**src/rtl/mimosa_pkg.sv**
```systemverilog
// mimosa_pkg: mood state encoding, default gains and reset levels shared by the affect blocks
package mimosa_pkg;
  typedef enum logic [1:0] {AWAKE = 2'b00, SLEEP = 2'b01, EXHAUSTED = 2'b10} mood_t;
  localparam int ENERGY_DECAY_DEF = 1;
  localparam int SLEEP_GAIN_DEF = 4;
  localparam int FEED_GAIN_DEF = 32;
  localparam int TOUCH_GAIN_DEF = 16;
  localparam int PLAY_GAIN_DEF = 24;
  localparam int DECAY_DEF = 1;
  localparam logic [7:0] ENERGY_RST = 8'd128;
  localparam logic [7:0] STRESS_RST = 8'd0;
  localparam logic [7:0] PLEASURE_RST = 8'd128;
  function automatic logic signed [9:0] d10(int v);
    return 10'(v);
  endfunction
endpackage

```
**src/rtl/sat_level.sv**
```systemverilog
// sat_level: applies a signed delta to an 8-bit level, clamping to 0..255
module sat_level (
  input  logic [7:0]        lvl,
  input  logic signed [9:0] delta,
  output logic [7:0]        nxt
);
  logic signed [10:0] sum;
  assign sum = $signed({3'b000, lvl}) + 11'(delta);
  assign nxt = sum[10] ? 8'd0 : |sum[9:8] ? 8'd255 : sum[7:0];
endmodule

```
**src/rtl/affect_integrator.sv**
```systemverilog
// affect_integrator: integrates tick/feed/touch/play into energy, stress and pleasure levels and a mood FSM
module affect_integrator
  import mimosa_pkg::*;
#(
  parameter int ENERGY_DECAY = ENERGY_DECAY_DEF,
  parameter int SLEEP_GAIN   = SLEEP_GAIN_DEF,
  parameter int FEED_GAIN    = FEED_GAIN_DEF,
  parameter int TOUCH_GAIN   = TOUCH_GAIN_DEF,
  parameter int PLAY_GAIN    = PLAY_GAIN_DEF,
  parameter int DECAY        = DECAY_DEF
) (
  input  logic       clk,
  input  logic       reset,
  input  logic       tick,
  input  logic       feed,
  input  logic       touch,
  input  logic       play,
  input  logic       night,
  output logic [1:0] energy,
  output logic [1:0] stress,
  output logic [1:0] pleasure,
  output logic [1:0] mood_state,
  output logic       mood_update
);
  localparam logic signed [9:0] ED  = d10(ENERGY_DECAY);
  localparam logic signed [9:0] SG  = d10(SLEEP_GAIN);
  localparam logic signed [9:0] FG  = d10(FEED_GAIN);
  localparam logic signed [9:0] TG  = d10(TOUCH_GAIN);
  localparam logic signed [9:0] PG  = d10(PLAY_GAIN);
  localparam logic signed [9:0] DC  = d10(DECAY);
  localparam logic signed [9:0] DC2 = d10(2 * DECAY);
  mood_t             state, state_nxt;
  logic [7:0]        e_lvl, s_lvl, p_lvl, e_nxt, s_nxt, p_nxt;
  logic signed [9:0] de, ds, dp;
  logic              chg;
  // sum every contribution active this cycle; exhaustion mutes play, high stress doubles pleasure decay
  always_comb begin
    de = (feed ? FG : 10'sd0) + (!tick ? 10'sd0 : state == AWAKE ? -ED : state == SLEEP ? SG : 10'sd0);
    ds = (touch ? TG : 10'sd0) + (!tick ? 10'sd0 : state == AWAKE ? -DC : state == SLEEP ? -DC2 : 10'sd1);
    dp = (play && state != EXHAUSTED ? PG : 10'sd0) - (!tick ? 10'sd0 : s_lvl >= 8'd192 ? DC2 : DC);
  end
  sat_level u_energy   (.lvl(e_lvl), .delta(de), .nxt(e_nxt));
  sat_level u_stress   (.lvl(s_lvl), .delta(ds), .nxt(s_nxt));
  sat_level u_pleasure (.lvl(p_lvl), .delta(dp), .nxt(p_nxt));
  // mood transitions look at the post-update energy so state and levels move on the same edge
  always_comb begin
    state_nxt = state == AWAKE ? (e_nxt == 8'd0 ? EXHAUSTED : night ? SLEEP : AWAKE)
              : state == SLEEP ? ((touch || !night || e_nxt == 8'd255) ? AWAKE : SLEEP)
              : (feed ? AWAKE : night ? SLEEP : EXHAUSTED);
    chg = {e_nxt[7:6], s_nxt[7:6], p_nxt[7:6], state_nxt} != {e_lvl[7:6], s_lvl[7:6], p_lvl[7:6], state};
  end
  // level, state and change-flag registers; reset forces the resting mood immediately
  always_ff @(posedge clk or posedge reset) begin
    if (reset) begin
      e_lvl       <= ENERGY_RST;
      s_lvl       <= STRESS_RST;
      p_lvl       <= PLEASURE_RST;
      state       <= AWAKE;
      mood_update <= 1'b0;
    end else begin
      e_lvl       <= e_nxt;
      s_lvl       <= s_nxt;
      p_lvl       <= p_nxt;
      state       <= state_nxt;
      mood_update <= chg;
    end
  end
  assign energy     = e_lvl[7:6];
  assign stress     = s_lvl[7:6];
  assign pleasure   = p_lvl[7:6];
  assign mood_state = state;
endmodule

```
**config.mk**
```make
export PLATFORM = sky130hd
export DESIGN_NAME = affect_integrator
export DESIGN_NICKNAME = d
export VERILOG_FILES = /design/src/rtl/mimosa_pkg.sv /design/src/rtl/sat_level.sv /design/src/rtl/affect_integrator.sv
export SDC_FILE = /design/constraint.sdc
export NUM_CORES = 1
export LEC_CHECK = 0
export BUFFER_PORTS_ARGS = -buffer_cell sky130_fd_sc_hd__buf_2
export CAP_MARGIN = 40
export CORE_ASPECT_RATIO = 1.2
export CORE_MARGIN = 1.5
export CORE_UTILIZATION = 63
export CTS_BUF_LIST = sky130_fd_sc_hd__clkbuf_4 sky130_fd_sc_hd__clkbuf_8
export DETAILED_ROUTE_END_ITERATION = 8
export GPL_ROUTABILITY_DRIVEN = 0
export PLACE_DENSITY = 0.82
export SLEW_MARGIN = 20
export SYNTH_ARGS = -nofsm -noshare
export SYNTH_HDL_FRONTEND = slang
export SYNTH_HIERARCHICAL = 1
export SYNTH_SLANG_ARGS = --single-unit
```
**constraint.sdc**
```tcl
create_clock -name clk -period 4.55 [get_ports clk]
set_input_delay 0.455 -clock clk [delete_from_list [all_inputs] [get_ports clk]]
set_output_delay 0.455 -clock clk [all_outputs]
set_load 0.01 [all_outputs]
```
==> qor.yml <==
ios: 16
synth.avg_cell_area_um2: 9.21
finalCritPeriodShare_pct: 85.9
place_hpwl_um: 3920
crit_type: "flip-flop to flip-flop"
fill_cells: 300
status: "completed"
layout-drive-gt1-share_pct: 14.1
die_area_um2: 4300
ctsHtreeMaxLevel: 1
nets: 316
ys_seq_elements: 27
multi_input_area_um2: 1630
regArea_um2: 678
final_util_pct: 69.9
max_slew.worst_pin.slew_ns: 0.496
cts_buffers: 3
n_antenna_cell: 0
row_count: 24
vdd_drop_max_mv: 0.320
cp.required_ns: 4.70
drc_errors: 0
pwr_density_cell_nw_per_um2: 702
worstSetupEndpointType: "flip-flop"
first_iter_violations: 128
switching_share_pct: 46.5
synth_top_family_by_area: "compound AO/OA/AOI/OAI gates"
cts_buffer_depth: 2
synth_cells: 268
post_cts_resized: 0
min_period_ns: 3.91
rsz0062_at_grt: "no"
synthFlopType: "dfrtp_1"
die_y_um: 71.6
final_hold_viol_count: 0
p_leak_nw: 1.08
synthMuxAreaShare_pct: 0.456
die_x_um: 60.1
synth_compound_area_share_pct: 27.4
routed_via_density: 6.03
synth_xor_area_share_pct: 8.16
ant_nets: 0
wl_per_cell_um: 15.4
start_kind: "flip-flop"
final_area_um2: 2580
p_int_mw: 0.971
skew_ns: 0.00372
grt_use_total_pct: 25.3
dr.pass1.iters: 4
combPwrFrac_pct: 69.4
post_cts_buffers: 0
total_power_mw: 1.81
synth_cell_type_count: 48
via_count: 1978
maxCapViolations: 0
synth_fp_nets: 307
core_area_um2: 3690
netlist_area_um2: 2470
cp-startpoint: "mood_state[1]"
critPathArrivalTime_ns: 4.06
clk_latency_ns: 0.27
critical_path.max_fanout: 10
power_frac_clock_pct: 7.3
setup_viol: 0
ctsHoldBuffers: 0
grt_max_degree: 21
maxSlewViolCount: 0
cts_sinks: 27
area_growth_pct: 4.56
clkTransAtPathRegs_ns: 0.09
regToRegStartpoint: "mood_state[1]"
port_buffers: 15
ys_seq_area_share_pct: 27.5
ys_warn_count: 6
start_util_pct: 66.8
antenna_found_initial: 0
cts_root_buf: "clkbuf_8"
grt_remaining_overflow: 0
placed_area_um2: 2530
grt_pass1_vias: 1912
hold_path.class: "primary input to async pin"
synth-async-reset-ratio_pct: 100
synth_simple_gate_area_share_pct: 12.9
synth_edf_count: 0
tns_ns: 0
yosys.area_share.adder_pct: 17.1
wl_um: 5050
fmax_mhz: 256
cts_tree: "built"
switchingPower_mw: 0.842
slew_headroom_pct: 66.8
ff2ff_path_depth: 13
power.share.sequential_pct: 23.3
grt_pass1_wl_um: 8490
[final timing paths]
kind | to | slack, ns
setup / recovery | mood_update | 0.64
hold / removal | p_lvl[0] | 0.13
setup reg to reg | mood_update | 0.64
hold reg to reg | p_lvl[0] | 0.61
min in group clk | mood_state[1] | 0.53
max in group asynchronous | e_lvl[7] | 3.90
[synth_stat cells (3+ instances only)]
master / n / share of area, %
nor3_1: 6 / 1.2
a21oi_1: 25 / 5.1
o21a_1: 25 / 7.6
nand2b_1: 4 / 1.0
nand2_1: 15 / 2.3
xor2_1: 8 / 2.8
o21ai_0: 11 / 2.2
nor2_1: 11 / 1.7
a31oi_1: 3 / 0.76
fa_1: 3 / 2.4
o21bai_1: 3 / 0.91
a211oi_1: 4 / 1.2
o22a_2: 3 / 1.2
dfrtp_1: 25 / 25
nand3_1: 10 / 2.0
inv_1: 17 / 2.6
ha_1: 29 / 15
nand4_1: 5 / 1.3
buf_4: 8 / 2.4
xnor2_1: 15 / 5.3
[power groups by stage]
stage / Clock (mW) / Sequential [mW] / Combinational (mW)
final: 0.132 / 0.423 / 1.26
after global routing: 0.142 / 0.436 / 1.40
after CTS: 0.134 / 0.424 / 1.25
after detailed placement: 0 / 0.429 / 1.23
after global placement: 0 / 0.423 / 1.21
after floorplan: 0 / 0.411 / 1.06
[cell families (layout without fill, tap and decap cells)]
kind of cell,Yosys count,after routing
compound gates,94,94
simple gates,61,61
fa+ha+maj,32,32
buf+inv,30,38
flops,27,27
xor+xnor,23,23
mux,1,1
[layout make-up]
type | count | share of cell area, %
Sequential cell | 27 | 26.3
Timing Repair Buffer | 17 | 3.78
Inverter | 17 | 2.47
Multi-Input combinational cell | 211 | 63.2
Tap cell | 52 | 2.52
Clock inverter | 1 | 0.194
Clock buffer | 3 | 1.60
[critical path, cell delays in order, from the launching register on]
cell and delay [ns]:
dfrtp_1 0.48, inv_1 0.14, o21ai_0 0.27, ha_1 0.42
ha_1 0.38, a21o_1 0.23, a21oi_2 0.17, or4b_1 0.46
o2111ai_2 0.18, o21a_1 0.24, xor2_1 0.08, a2111oi_2 0.37
o2111a_1 0.27, nand4_1 0.09
[flip-flops by register name, summed over array words and instances (netlist names)]
register / flops
e_lvl: 8
p_lvl: 8
mood_update: 1
s_lvl: 8
mood_state: 2
[cell usage in the layout (no fill, tap or decap), types with 2 or more instances in the layout]
cell type	n
a211o_1	2
a211oi_1	4
a21o_1	2
a21o_2	2
a21oi_1	25
a31oi_1	3
and3_4	2
buf_2	15
clkbuf_8	3
dfrtp_1	25
dfstp_2	2
fa_1	3
ha_1	29
inv_1	17
nand2_1	15
nand2b_1	4
nand3_1	10
nand4_1	5
nor2_1	11
nor3_1	6
nor4_1	2
o21a_1	25
o21ai_0	11
o21ai_1	2
o21bai_1	3
o22a_2	3
o22ai_4	2
xnor2_1	15
xor2_1	8
[metrics by stage]
stage,setup slack [ns],std cells,hold WS (ns)
after floorplan,0.996,268,0.506
after global placement,0.801,323,0.570
after detailed placement,0.736,324,0.435
after CTS,0.643,328,0.141
after global routing,0.416,328,0.155
final,0.640,328,0.128
[metal layers]
metal  vias to the layer above  global-route usage, %  share of wire [%]
met4                         0                   7.90                2.1
met2                        36                   42.9                 50
li1                        985                      -                  -
met5                         -                      0                  0
met3                        14                   2.71                3.0
met1                       943                   33.4                 45
Note: power is estimated with default switching activity, not from simulation.
